==> src/rtl/cpu_pkg.sv <==
// rtl/cpu_pkg.sv - shared fetch-stage types, constants and PC alignment helper
package cpu_pkg;

    typedef enum logic [1:0] {
        S_IDLE = 2'd0,
        S_REQ  = 2'd1,
        S_HOLD = 2'd2
    } fetch_state_t;

    localparam logic [31:0] NOP_INST   = 32'h0000_0000;
    localparam int          INST_BYTES = 4;

    function automatic logic [31:0] align_pc(input logic [31:0] addr);
        return {addr[31:2], 2'b00};
    endfunction

endpackage

==> src/rtl/if_pc_reg.sv <==
// rtl/if_pc_reg.sv - program counter with deferred-redirect capture
module if_pc_reg #(
    parameter int                ADDR_W     = 32,
    parameter logic [ADDR_W-1:0] RESET_PC   = '0,
    parameter int                INST_BYTES = 4
) (
    input  logic              clk_i,
    input  logic              rst_i,
    input  logic              load_target_i,
    input  logic              set_pending_i,
    input  logic              take_pending_i,
    input  logic              inc_i,
    input  logic [ADDR_W-1:0] target_i,
    output logic [ADDR_W-1:0] pc_o,
    output logic              redir_o
);

    logic [ADDR_W-1:0] r_pc_q;
    logic [ADDR_W-1:0] r_redir_pc_q;
    logic              r_redir_q;
    logic [ADDR_W-1:0] w_target;

    assign w_target = {target_i[ADDR_W-1:2], 2'b00};

    // An immediate redirect outranks a parked one; increment wraps modulo 2^ADDR_W.
    always_ff @(posedge clk_i) begin
        if (rst_i) begin
            r_pc_q       <= RESET_PC;
            r_redir_pc_q <= RESET_PC;
            r_redir_q    <= 1'b0;
        end else begin
            if (load_target_i) begin
                r_pc_q <= w_target;
            end else if (take_pending_i) begin
                r_pc_q <= r_redir_pc_q;
            end else if (inc_i) begin
                r_pc_q <= r_pc_q + ADDR_W'(INST_BYTES);
            end

            if (set_pending_i) begin
                r_redir_q    <= 1'b1;
                r_redir_pc_q <= w_target;
            end else if (take_pending_i || load_target_i) begin
                r_redir_q <= 1'b0;
            end
        end
    end

    assign pc_o    = r_pc_q;
    assign redir_o = r_redir_q;

endmodule

==> src/rtl/if_fetch_unit.sv <==
// rtl/if_fetch_unit.sv - instruction fetch stage feeding the IF/ID register
module if_fetch_unit #(
    parameter int                ADDR_W     = 32,
    parameter logic [ADDR_W-1:0] RESET_PC   = '0,
    parameter int                INST_BYTES = cpu_pkg::INST_BYTES
) (
    input  logic              clk_i,
    input  logic              rst_i,
    input  logic              start_i,
    input  logic              pc_write_i,
    input  logic              branch_taken_i,
    input  logic [ADDR_W-1:0] branch_target_i,
    output logic              imem_req_o,
    output logic [ADDR_W-1:0] imem_addr_o,
    input  logic              imem_ack_i,
    input  logic [31:0]       imem_data_i,
    output logic [ADDR_W-1:0] fetch_pc_o,
    output logic [31:0]       fetch_inst_o,
    output logic              fetch_valid_o,
    output logic              miss_stall_o
);

    import cpu_pkg::*;

    fetch_state_t      r_state_q;
    logic [31:0]       r_hold_q;
    logic [ADDR_W-1:0] w_pc;
    logic              w_redir;
    logic              w_in_req;
    logic              w_in_hold;
    logic              w_ack;
    logic              w_present;
    logic              w_load_target;
    logic              w_set_pending;
    logic              w_take_pending;
    logic              w_inc;
    logic              w_valid;

    assign w_in_req  = (r_state_q == S_REQ);
    assign w_in_hold = (r_state_q == S_HOLD);
    assign w_ack     = w_in_req & imem_ack_i;
    assign w_present = w_ack & ~w_redir;

    // A branch while a request is outstanding is parked until that request's ack.
    assign w_load_target  = branch_taken_i & (~w_in_req | imem_ack_i);
    assign w_set_pending  = branch_taken_i & w_in_req & ~imem_ack_i;
    assign w_take_pending = w_ack & w_redir;
    assign w_inc          = ~branch_taken_i & pc_write_i & (w_present | w_in_hold);

    if_pc_reg #(
        .ADDR_W     (ADDR_W),
        .RESET_PC   (RESET_PC),
        .INST_BYTES (INST_BYTES)
    ) u_pc_reg (
        .clk_i          (clk_i),
        .rst_i          (rst_i),
        .load_target_i  (w_load_target),
        .set_pending_i  (w_set_pending),
        .take_pending_i (w_take_pending),
        .inc_i          (w_inc),
        .target_i       (branch_target_i),
        .pc_o           (w_pc),
        .redir_o        (w_redir)
    );

    always_ff @(posedge clk_i) begin
        if (rst_i) begin
            r_state_q <= S_IDLE;
            r_hold_q  <= NOP_INST;
        end else begin
            case (r_state_q)
                S_IDLE: begin
                    if (start_i) begin
                        r_state_q <= S_REQ;
                    end
                end
                S_REQ: begin
                    if (imem_ack_i) begin
                        if (w_redir || branch_taken_i || pc_write_i) begin
                            r_state_q <= start_i ? S_REQ : S_IDLE;
                        end else begin
                            r_hold_q  <= imem_data_i;
                            r_state_q <= S_HOLD;
                        end
                    end
                end
                S_HOLD: begin
                    if (branch_taken_i || pc_write_i) begin
                        r_hold_q  <= NOP_INST;
                        r_state_q <= start_i ? S_REQ : S_IDLE;
                    end
                end
                default: r_state_q <= S_IDLE;
            endcase
        end
    end

    assign w_valid       = w_present | w_in_hold;
    assign imem_req_o    = w_in_req;
    assign imem_addr_o   = w_in_req ? w_pc : '0;
    assign fetch_pc_o    = w_pc;
    assign fetch_valid_o = w_valid;
    assign fetch_inst_o  = w_in_hold ? r_hold_q : (w_present ? imem_data_i : NOP_INST);
    assign miss_stall_o  = start_i & ~w_valid;

endmodule

==> config.mk <==
export PLATFORM = sky130hd
export DESIGN_NAME = if_fetch_unit
export DESIGN_NICKNAME = d
export VERILOG_FILES = /design/src/rtl/cpu_pkg.sv /design/src/rtl/if_pc_reg.sv /design/src/rtl/if_fetch_unit.sv
export SDC_FILE = /design/constraint.sdc
export NUM_CORES = 1
export LEC_CHECK = 0
export CAP_MARGIN = 30
export CORE_MARGIN = 2
export CORE_UTILIZATION = 45
export CTS_BUF_LIST = sky130_fd_sc_hd__clkbuf_8
export DETAILED_ROUTE_END_ITERATION = 10
export GPL_TIMING_DRIVEN = 0
export PLACE_DENSITY = 0.75
export REMOVE_ABC_BUFFERS = 1
export SETUP_SLACK_MARGIN = 0.02
export SLEW_MARGIN = 25
export SYNTH_ARGS = -nofsm -noshare
export SYNTH_HDL_FRONTEND = slang
export SYNTH_SLANG_ARGS = --single-unit
==> constraint.sdc <==
create_clock -name clk_i -period 5.4 [get_ports clk_i]
set_input_delay 1.62 -clock clk_i [delete_from_list [all_inputs] [get_ports clk_i]]
set_output_delay 1.62 -clock clk_i [all_outputs]
set_load 0.005 [all_outputs]
==> results of run 1 <==
## layout make-up
| class | instances | share of cell area (%) |
|---|---|---|
| well taps | 143 | 2.47 |
| clock buffers | 11 | 2.09 |
| inverters | 5 | 0.259 |
| flip-flops and latches | 97 | 26.8 |
| repair buffers | 181 | 25.9 |
| clock inverters | 4 | 0.604 |
| multi-input cells | 514 | 41.9 |
## logic make-up (layout without fill, tap and decap cells)
| logic type | Yosys count | count (layout) | synth area share (%) |
|---|---|---|---|
| buf+inv | 66 | 201 | 5.95 |
| compound gates | 198 | 198 | 24.8 |
| flops | 97 | 97 | 37.2 |
| mux | 3 | 3 | 0.576 |
| xor+xnor | 16 | 16 | 2.69 |
| fa+ha+maj | 1 | 1 | 0.240 |
| simple gates | 296 | 296 | 28.6 |
## placed cells by master, fill, tap and decap left out, types with 3 or more instances in the layout
cell type and count:
or3_1 6, nand2_1 121, buf_4 3, inv_1 6
nor4_1 4, dfxtp_1 97, a22o_1 32, xnor2_1 6
nand4_1 6, a221oi_1 3, and2_1 32, mux2i_1 3
o221ai_1 8, buf_8 3, a311oi_1 3, xor2_1 10
nor2_1 26, nor3_1 15, o21ai_0 24, nand3_1 46
clkbuf_8 11, buf_6 5, o221a_2 7, a211oi_1 7
clkdlybuf4s50_1 164, and3_1 9, a31oi_1 3, a21oi_1 92
## power by group through the flow
| stage | Clock [mW] | Sequential (mW) | Combinational [mW] |
|---|---|---|---|
| 2_1_floorplan | 0 | 0.795 | 0.117 |
| 3_3_place_gp | 0 | 0.802 | 0.284 |
| 3_5_place_dp | 0 | 0.805 | 0.305 |
| 4_1_cts | 0.493 | 0.788 | 0.307 |
| 5_1_grt | 0.520 | 0.795 | 0.335 |
| 6_report | 0.479 | 0.789 | 0.309 |
## what timing repair did
item                                    4_1_cts  5_1_grt
buffers inserted                              1        0
resized for setup                             0        1
endpoints found under the hold margin         0        0
endpoints found under the setup margin       23        2
cloned                                        0        0
## worst max path at each step
stage | slack [ns] | start | endpoint
6_report | 0.47 | imem_ack_i | fetch_inst_o[3]
5_1_grt | 0.39 | imem_ack_i | fetch_inst_o[29]
4_1_cts | 0.13 | imem_ack_i | fetch_inst_o[3]
3_5_place_dp | -0.28 | imem_ack_i | fetch_inst_o[3]
3_3_place_gp | -3.33 | imem_ack_i | fetch_valid_o
2_1_floorplan | -0.72 | imem_ack_i | miss_stall_o
## routing by layer
layer | global-route usage, % | part of all wire (%) | vias up
li1 | - | - | 2696
met1 | 31.9 | 40 | 2676
met2 | 42.9 | 48 | 251
met3 | 8.93 | 11 | 24
met4 | 8.31 | 1.7 | 0
met5 | 0 | 0 | -
## Yosys cell counts (9+ instances only)
| cell type | number | share of area (%) |
|---|---|---|
| and2_1 | 32 | 3.8 |
| nand3_1 | 46 | 4.4 |
| and3_1 | 9 | 1.1 |
| clkbuf_1 | 46 | 3.3 |
| xor2_1 | 10 | 1.7 |
| buf_2 | 10 | 0.96 |
| a22o_1 | 32 | 5.4 |
| a21oi_1 | 92 | 8.8 |
| o21ai_0 | 24 | 2.3 |
| dfxtp_1 | 97 | 37 |
| nor3_1 | 15 | 1.4 |
| nor2_1 | 28 | 2.0 |
| nand2_1 | 123 | 8.9 |
## critical path: cells and delay by family
| family | cells | cell delay (ns) |
|---|---|---|
| compound gates | 1 | 0.19 |
| buf+inv | 4 | 1.20 |
| simple gates | 1 | 0.30 |
## state kept, by name (all words and copies together), names as in the netlist
signal,flops
r_state_q,2
r_hold_q,32
u_pc_reg.r_redir_pc_q,30
u_pc_reg.redir_o,1
u_pc_reg.pc_o,32
## through the flow
step | setup TNS, ns | total power, mW
3_5_place_dp | -3.12 | 1.11
2_1_floorplan | -23.67 | 0.912
5_1_grt | 0 | 1.65
4_1_cts | 0 | 1.59
3_3_place_gp | -238.51 | 1.09
6_report | 0 | 1.58
==> out/metrics.cfg, run 1 <==
[status]
status = completed

[power]
power_density_mw_per_mm2 = 217
p_leak_nw = 2.58
switching_share_pct = 27.1
intPower_mw = 1.15
p_seq_share_pct = 50.0
pwr-share-clk_pct = 30.4
power.share.combinational_pct = 19.6
p_switching_mw = 0.427
irDropWorstVdd_mv = 0.136

[finish]
final_area_mm2 = 0.00725
final_util_pct = 63.8
syn2layout_area_growth_pct = 39.0
multi_input_area_mm2 = 0.00304
fin_cells = 955
layout.area.seq_mm2 = 0.00194
fillCellCount = 1019
fin_nets = 879
insertedDiodeCount = 0
drive_above_1_share_pct = 7.64

[timing]
report.final.slew_viol_count = 0
whs_ns = 0.455
worst_slack_ns = 0.466
setup_violations = 0
finalClockSkew_ns = 0.0131
rsz0062_at_grt = false
period_share_pct = 91.4
min_period_ns = 4.93
relSlewSlack_pct = 42.0
max_freq_mhz = 203
hold_viol_final = 0
max_slew.worst_pin.slew_ns = 0.861

[global_route]
grt.overflow.total = 0
antenna_found_initial = 0
grt_usage_pct = 26.0
grt_pass1_vias = 5375
grt_max_degree = 40
grt_pass1_wl_um = 26700

[min_path]
hold_start = r_hold_q[25]
whs_path_depth = 2
min_to = r_hold_q[25]
hold_path.class = reg2reg

[synth]
synth_edf_count = 0
yosys_warnings = 0
syn-mean-instance-area_um2 = 7.70
ys_seq_area_share_pct = 37.2
synth_area_mm2 = 0.00522
synth.distinct_cells = 64
ys.flop_type = dfxtp_1
synthCells = 677
async_flop_share_pct = 0
synth-seq-cells = 97

[place]
gp_congestion = 0.871
pre_cts_ws_ns = -0.276
hpwl_um = 11600
io_buffers = 166
dpl-instance-area_mm2 = 0.00703
dp.cells = 937

[drt]
drt_iter0_drc = 433
vias = 5647
viasPerCell = 5.91
ant_nets = 0
drt-pass1-iter-count = 5
wl_per_cell_um = 17.4
drc = 0
routed_wl_um = 16600

[worst_setup_path]
r2r_start = r_state_q[0]
slowest_stage = clkdlybuf4s50_1
cp_max_fo = 13
critPathMaxStageDelay_ns = 0.53
worstSetupStartpointType = input pin
crit_type = in2out
worstPathArrival_ns = 3.31
r2r_cells = 6
worstPathCellList = dlymetal6s2s_1 > nor4bb_4 > buf_4 > buf_6 > a22o_1 > clkdlybuf4s50_1
cp-end-kind = output pin
reg2reg_slack_ns = 2.74
required_ns = 3.78
regToRegEndpoint = u_pc_reg.pc_o[31]

[clocking]
clock-sinks = 97
ctsLongestPathBuffers = 2
cts_hold_buf = 0
cts_tree = built
clk_latency_ns = 0.36
clock-root-buffer = clkbuf_8
cts.clk_slew.worst_paths_ns = 0.09
cts_made_buffers = 9
htree_levels = 3

[flow_run]
max_cap_violations = 0

[floorplan]
dieArea_mm2 = 0.0125
coreArea_mm2 = 0.0114
die_h_um = 112
die_w_um = 112
ios = 169
rows = 39
start_util_pct = 45.9

(Power assumes the default switching activity.)
==> run 2: changes to the inputs <==
- MAX_ROUTING_LAYER: not set -> met4
==> run 2 against run 1 <==
Against the previous run: design area unchanged; flip-flop and latch count did not move; maximum frequency increased by 0.25%; largest power group unchanged; critical endpoint unchanged; clock power barely moved; clock skew rose by 0.00079 ns; power rose by 0.10%; combinational power barely moved; first-iteration DRC count fell by 3.7%.
==> out/metrics.cfg, run 2 (synthesized netlist as in run 1, its figures left out) <==
[min_path]
hold_path.class = reg2reg  ; unchanged

[finish]
syn2layout_area_growth_pct = 39.0  ; unchanged
final_area_mm2 = 0.00725  ; unchanged
insertedDiodeCount = 0  ; unchanged
final_cell_mix = clkdlybuf4s50_1 (164), nand2_1 (121), dfxtp_1 (97), a21oi_1 (92), nand3_1 (46)  ; unchanged
fin_nets = 879  ; unchanged
final_util_pct = 63.8  ; unchanged
final_common_cell = clkdlybuf4s50_1  ; unchanged
fillCellCount = 1019  ; unchanged
drive_above_1_share_pct = 7.64  ; unchanged

[floorplan]
coreArea_mm2 = 0.0114  ; unchanged
rows = 39  ; unchanged
ios = 169  ; unchanged
start_util_pct = 45.9  ; unchanged
dieArea_mm2 = 0.0125  ; unchanged
die_w_um = 112  ; unchanged
die_h_um = 112  ; unchanged

[timing]
report.final.slew_viol_count = 0  ; unchanged
rsz0062_at_grt = false  ; unchanged
max_freq_mhz = 203  ; about the same
hold_viol_final = 0  ; unchanged
fin_tns_setup_ns = 0  ; unchanged
finalClockSkew_ns = 0.0139  ; was 0.0131 ns
min_period_ns = 4.92  ; was 4.93 ns
max_slew.worst_pin.slew_ns = 0.860  ; was 0.861 ns
period_share_pct = 91.1  ; was 91.4%
worst_slack_ns = 0.479  ; was 0.466 ns
relSlewSlack_pct = 42.6  ; was 42.0%
setup_violations = 0  ; unchanged

[drt]
drc = 0  ; unchanged
routed_wl_um = 16600  ; about the same
vias = 5659  ; was 5647
drt-pass1-iter-count = 6  ; was 5
wl_per_cell_um = 17.4  ; about the same
drt_iter0_drc = 417  ; was 433
viasPerCell = 5.93  ; was 5.91
ant_nets = 0  ; unchanged

[place]
io_buffers = 166  ; unchanged
dpl-instance-area_mm2 = 0.00703  ; unchanged
hpwl_um = 11600  ; unchanged
pre_cts_ws_ns = -0.276  ; unchanged
gp_congestion = 0.886  ; was 0.871

[worst_setup_path]
slowest_stage = clkdlybuf4s50_1  ; unchanged
critPathMaxStageDelay_ns = 0.53  ; about the same
worstPathCellList = dlymetal6s2s_1 > nor4bb_4 > buf_4 > buf_6 > a22o_1 > clkdlybuf4s50_1  ; unchanged
cp-end-kind = output pin  ; unchanged
required_ns = 3.78  ; about the same
worstPathArrival_ns = 3.30  ; was 3.31 ns
worstSetupStartpointType = input pin  ; unchanged
crit_type = in2out  ; unchanged
cp_max_fo = 13  ; unchanged

[global_route]
grt_pass1_wl_um = 26700  ; about the same
grt.overflow.total = 0  ; unchanged
antenna_found_initial = 0  ; unchanged
grt_max_degree = 40  ; unchanged
grt_pass1_vias = 5383  ; was 5375
grt_usage_pct = 26.8  ; was 26.0%

[power]
power_density_mw_per_mm2 = 218  ; was 217 mW/mm2
p_leak_nw = 2.58  ; unchanged
irDropWorstVdd_mv = 0.138  ; was 0.136 mV
total_power_mw = 1.58  ; about the same

[clocking]
clock-sinks = 97  ; unchanged
cts_hold_buf = 0  ; unchanged
clock-root-buffer = clkbuf_8  ; unchanged
cts.clk_slew.worst_paths_ns = 0.09  ; about the same
cts_tree = built  ; unchanged
ctsLongestPathBuffers = 2  ; unchanged
cts_made_buffers = 9  ; unchanged
htree_levels = 3  ; unchanged
clk_latency_ns = 0.36  ; about the same

[flow_run]
max_cap_violations = 0  ; unchanged

[status]
status = completed  ; unchanged

[run 2: where the power goes]
group,switching (mW),internal (mW)
clock,0.246,0.234
sequential,0.0443,0.745
combinational,0.138,0.171
total,0.428,1.15
[run 2: critical path: cells and delay by family]
kind	cells	cell delay [ns]
and+or+nand+nor	1	0.29
buffers and inverters	4	1.20
AOI/OAI and AO/OA	1	0.18
[run 2: per-layer routing]
| layer | up-vias | track usage, % | share of wire [%] |
|---|---|---|---|
| met2 | 268 | 42.8 | 48 |
| met1 | 2678 | 33.2 | 41 |
| met5 | - | - | 0 |
| met3 | 22 | 7.19 | 9.6 |
| li1 | 2691 | - | - |
| met4 | 0 | 8.31 | 1.5 |
[run 2: timing repair]
action / 4_1_cts / 5_1_grt
setup buffers: 1 / 0
endpoints found under the setup margin: 23 / 2
gates resized for setup: 0 / 1
[run 2: area by class of cell]
class	count	area, um2	area share (%)
Sequential cell	97	1940	26.8
Clock inverter	4	43.8	0.604
Inverter	5	18.8	0.259
Timing Repair Buffer	181	1880	25.9
Multi-Input combinational cell	514	3040	41.9
Tap cell	143	179	2.47
Clock buffer	11	151	2.09
[run 2: final timing paths]
path              slack, ns          from  cells after the start           endpoint
setup reg to reg       2.75  r_state_q[0]                      6  u_pc_reg.pc_o[31]
hold reg to reg        0.46  r_hold_q[25]                      2       r_hold_q[25]
hold / removal         0.46  r_hold_q[25]                      2       r_hold_q[25]
setup / recovery       0.48    imem_ack_i                      6    fetch_inst_o[3]
[run 2: metrics by stage]
stage | cells | hold WS [ns]
after floorplan | 616 | 0.426
after global placement | 925 | 0.437
after detailed placement | 937 | 0.444
after CTS | 953 | 0.456
after global routing | 955 | 0.470
final | 955 | 0.456
==> run 3: changes to the inputs <==
- CAP_MARGIN: 30 -> 20
==> run 3 against run 2 <==
Against the previous run: sequential share of layout area grew 0.21 points; non-clock buffer count down 2; worst setup slack got worse by 0.031 ns; clock skew fell by 0.0077 ns; clock power is 15% lower; die area unchanged; power down 4.8%; maximum frequency decreased by 0.62%; clock-buffer cell count down 1; cell count down 0.42%; sequential power about the same; largest cell class unchanged; critical path depth stayed put.
==> out/metrics.cfg, run 3 (synthesized netlist as in run 1, its figures left out) <==
[floorplan]
die_h_um = 112  ; unchanged
die_w_um = 112  ; unchanged
coreArea_mm2 = 0.0114  ; unchanged
dieArea_mm2 = 0.0125  ; unchanged
rows = 39  ; unchanged
ios = 169  ; unchanged
start_util_pct = 45.9  ; unchanged

[place]
hpwl_um = 11600  ; about the same
io_buffers = 166  ; unchanged
pre_cts_ws_ns = -0.295  ; was -0.276 ns
gp_congestion = 0.886  ; unchanged

[drt]
viasPerCell = 5.97  ; was 5.93
drt-pass1-iter-count = 7  ; was 6
drt_iter0_drc = 440  ; was 417
wl_per_cell_um = 17.5  ; was 17.4 um
drc = 0  ; unchanged
ant_nets = 0  ; unchanged
routed_wl_um = 16600  ; about the same
vias = 5678  ; was 5659

[timing]
rsz0062_at_grt = false  ; unchanged
report.final.slew_viol_count = 0  ; unchanged
worst_slack_ns = 0.448  ; was 0.479 ns
period_share_pct = 91.7  ; was 91.1%
max_freq_mhz = 202  ; was 203 MHz
finalClockSkew_ns = 0.00621  ; was 0.0139 ns
setup_violations = 0  ; unchanged
relSlewSlack_pct = 37.4  ; was 42.6%
min_period_ns = 4.95  ; was 4.92 ns
fin_tns_setup_ns = 0  ; unchanged
hold_viol_final = 0  ; unchanged
max_slew.worst_pin.slew_ns = 0.937  ; was 0.860 ns

[flow_run]
max_cap_violations = 0  ; unchanged

[finish]
drive_above_1_share_pct = 7.18  ; was 7.64%
final_common_cell = clkdlybuf4s50_1  ; unchanged
fin_nets = 877  ; was 879
syn2layout_area_growth_pct = 38.0  ; was 39.0%
final_cell_mix = clkdlybuf4s50_1 (164), nand2_1 (121), dfxtp_1 (97), a21oi_1 (92), nand3_1 (46)  ; unchanged
fillCellCount = 1018  ; was 1019
final_util_pct = 63.3  ; was 63.8%
insertedDiodeCount = 0  ; unchanged

[status]
status = completed  ; unchanged

[worst_setup_path]
worstPathCellList = dlymetal6s2s_1 > nor4bb_4 > buf_4 > buf_6 > a22o_1 > clkdlybuf4s50_1  ; unchanged
crit_family = buffers and inverters  ; unchanged
path_depth = 6  ; unchanged
crit_start = imem_ack_i  ; unchanged
slowest_stage = clkdlybuf4s50_1  ; unchanged
crit_path_end = fetch_inst_o[3]  ; unchanged
r2r_start = r_state_q[0]  ; unchanged
path_buf_inv = 4  ; unchanged
reg2reg_slack_ns = 2.68  ; was 2.75 ns
cp_max_fo = 13  ; unchanged
regToRegEndpoint = u_pc_reg.pc_o[29]  ; was u_pc_reg.pc_o[31]
critPathMaxStageDelay_ns = 0.53  ; about the same
worstPathArrival_ns = 3.33  ; was 3.30 ns
worstSetupStartpointType = input pin  ; unchanged
cp-end-kind = output pin  ; unchanged
required_ns = 3.78  ; about the same
crit_type = in2out  ; unchanged
r2r_cells = 5  ; was 6

[global_route]
antenna_found_initial = 0  ; unchanged
grt.overflow.total = 0  ; unchanged
grt_usage_pct = 26.6  ; was 26.8%
grt_pass1_vias = 5380  ; was 5383
grt_pass1_wl_um = 26600  ; was 26700 um
grt_max_degree = 40  ; unchanged

[clocking]
cts_made_buffers = 9  ; unchanged
htree_levels = 3  ; unchanged
clock-root-buffer = clkbuf_8  ; unchanged
clock-sinks = 97  ; unchanged
clk_latency_ns = 0.35  ; was 0.36 ns
cts_tree = built  ; unchanged
cts.clk_slew.worst_paths_ns = 0.08  ; was 0.09 ns
cts_hold_buf = 0  ; unchanged
ctsLongestPathBuffers = 2  ; unchanged

[power]
irDropWorstVdd_mv = 0.141  ; was 0.138 mV
p_switching_mw = 0.418  ; was 0.428 mW
intPower_mw = 1.08  ; was 1.15 mW
p_seq_share_pct = 52.5  ; was 50.0%
power_density_mw_per_mm2 = 209  ; was 218 mW/mm2
p_leak_nw = 2.55  ; was 2.58 nW
power.share.combinational_pct = 20.5  ; was 19.6%
total_power_mw = 1.50  ; was 1.58 mW
pwr-share-clk_pct = 27.0  ; was 30.4%
switching_share_pct = 27.9  ; was 27.1%

[min_path]
hold_path.class = reg2reg  ; unchanged

[run 3: repair_timing]
| action | CTS | global route |
|---|---|---|
| resized for setup | 0 | 1 |
| cloned | 0 | 0 |
| setup buffers | 1 | 0 |
| setup endpoints to repair | 23 | 6 |
[run 3: per-stage QoR]
step | cells | hold slack, ns | instance area, um2
2_1_floorplan | 616 | 0.426 | 4920
3_3_place_gp | 925 | 0.437 | 6760
3_5_place_dp | 937 | 0.442 | 7030
4_1_cts | 951 | 0.455 | 7190
5_1_grt | 951 | 0.469 | 7190
6_report | 951 | 0.453 | 7190
[run 3: cell type report]
cell class / instances / area (um2) / share of cell area (%)
sequential: 97 / 1940 / 27.0
tap: 143 / 179 / 2.49
clock inverter: 3 / 12.5 / 0.174
multi-input combinational: 514 / 3040 / 42.3
inverter: 5 / 18.8 / 0.261
clock buffer: 10 / 138 / 1.91
timing repair buffer: 179 / 1860 / 25.9
[run 3: how the worst min path moves through the flow]
stage,to,cells after the start,slack (ns),from
after floorplan,u_pc_reg.r_redir_pc_q[17],2,0.43,u_pc_reg.r_redir_pc_q[17]
after global placement,u_pc_reg.r_redir_pc_q[17],2,0.44,u_pc_reg.r_redir_pc_q[17]
after detailed placement,u_pc_reg.r_redir_pc_q[24],2,0.44,u_pc_reg.r_redir_pc_q[24]
after CTS,u_pc_reg.r_redir_pc_q[24],2,0.45,u_pc_reg.r_redir_pc_q[24]
after global routing,r_hold_q[25],2,0.47,r_hold_q[25]
final,r_hold_q[25],2,0.45,r_hold_q[25]
[run 3: worst register-to-register path, cell delays in order (launching register included)]
cell and delay [ns]:
dfxtp_1 0.61, or3b_2 0.58, nand2_1 0.73, nor2_1 0.07, or4_1 0.53, nor3_1 0.13
[run 3: routing by layer]
layer,routed length [um],up-vias,track usage (%)
li1,-,2680,-
met1,6800,2692,33.1
met2,7980,284,43.8
met3,1600,22,5.82
met4,248,0,7.41
met5,0,-,-
[run 3: power groups by stage]
stage	registers [mW]	clock network (mW)	logic [mW]
5_1_grt	0.795	0.443	0.333
6_report	0.789	0.406	0.307
4_1_cts	0.788	0.414	0.307
3_5_place_dp	0.805	0	0.305
3_3_place_gp	0.802	0	0.284
2_1_floorplan	0.795	0	0.117
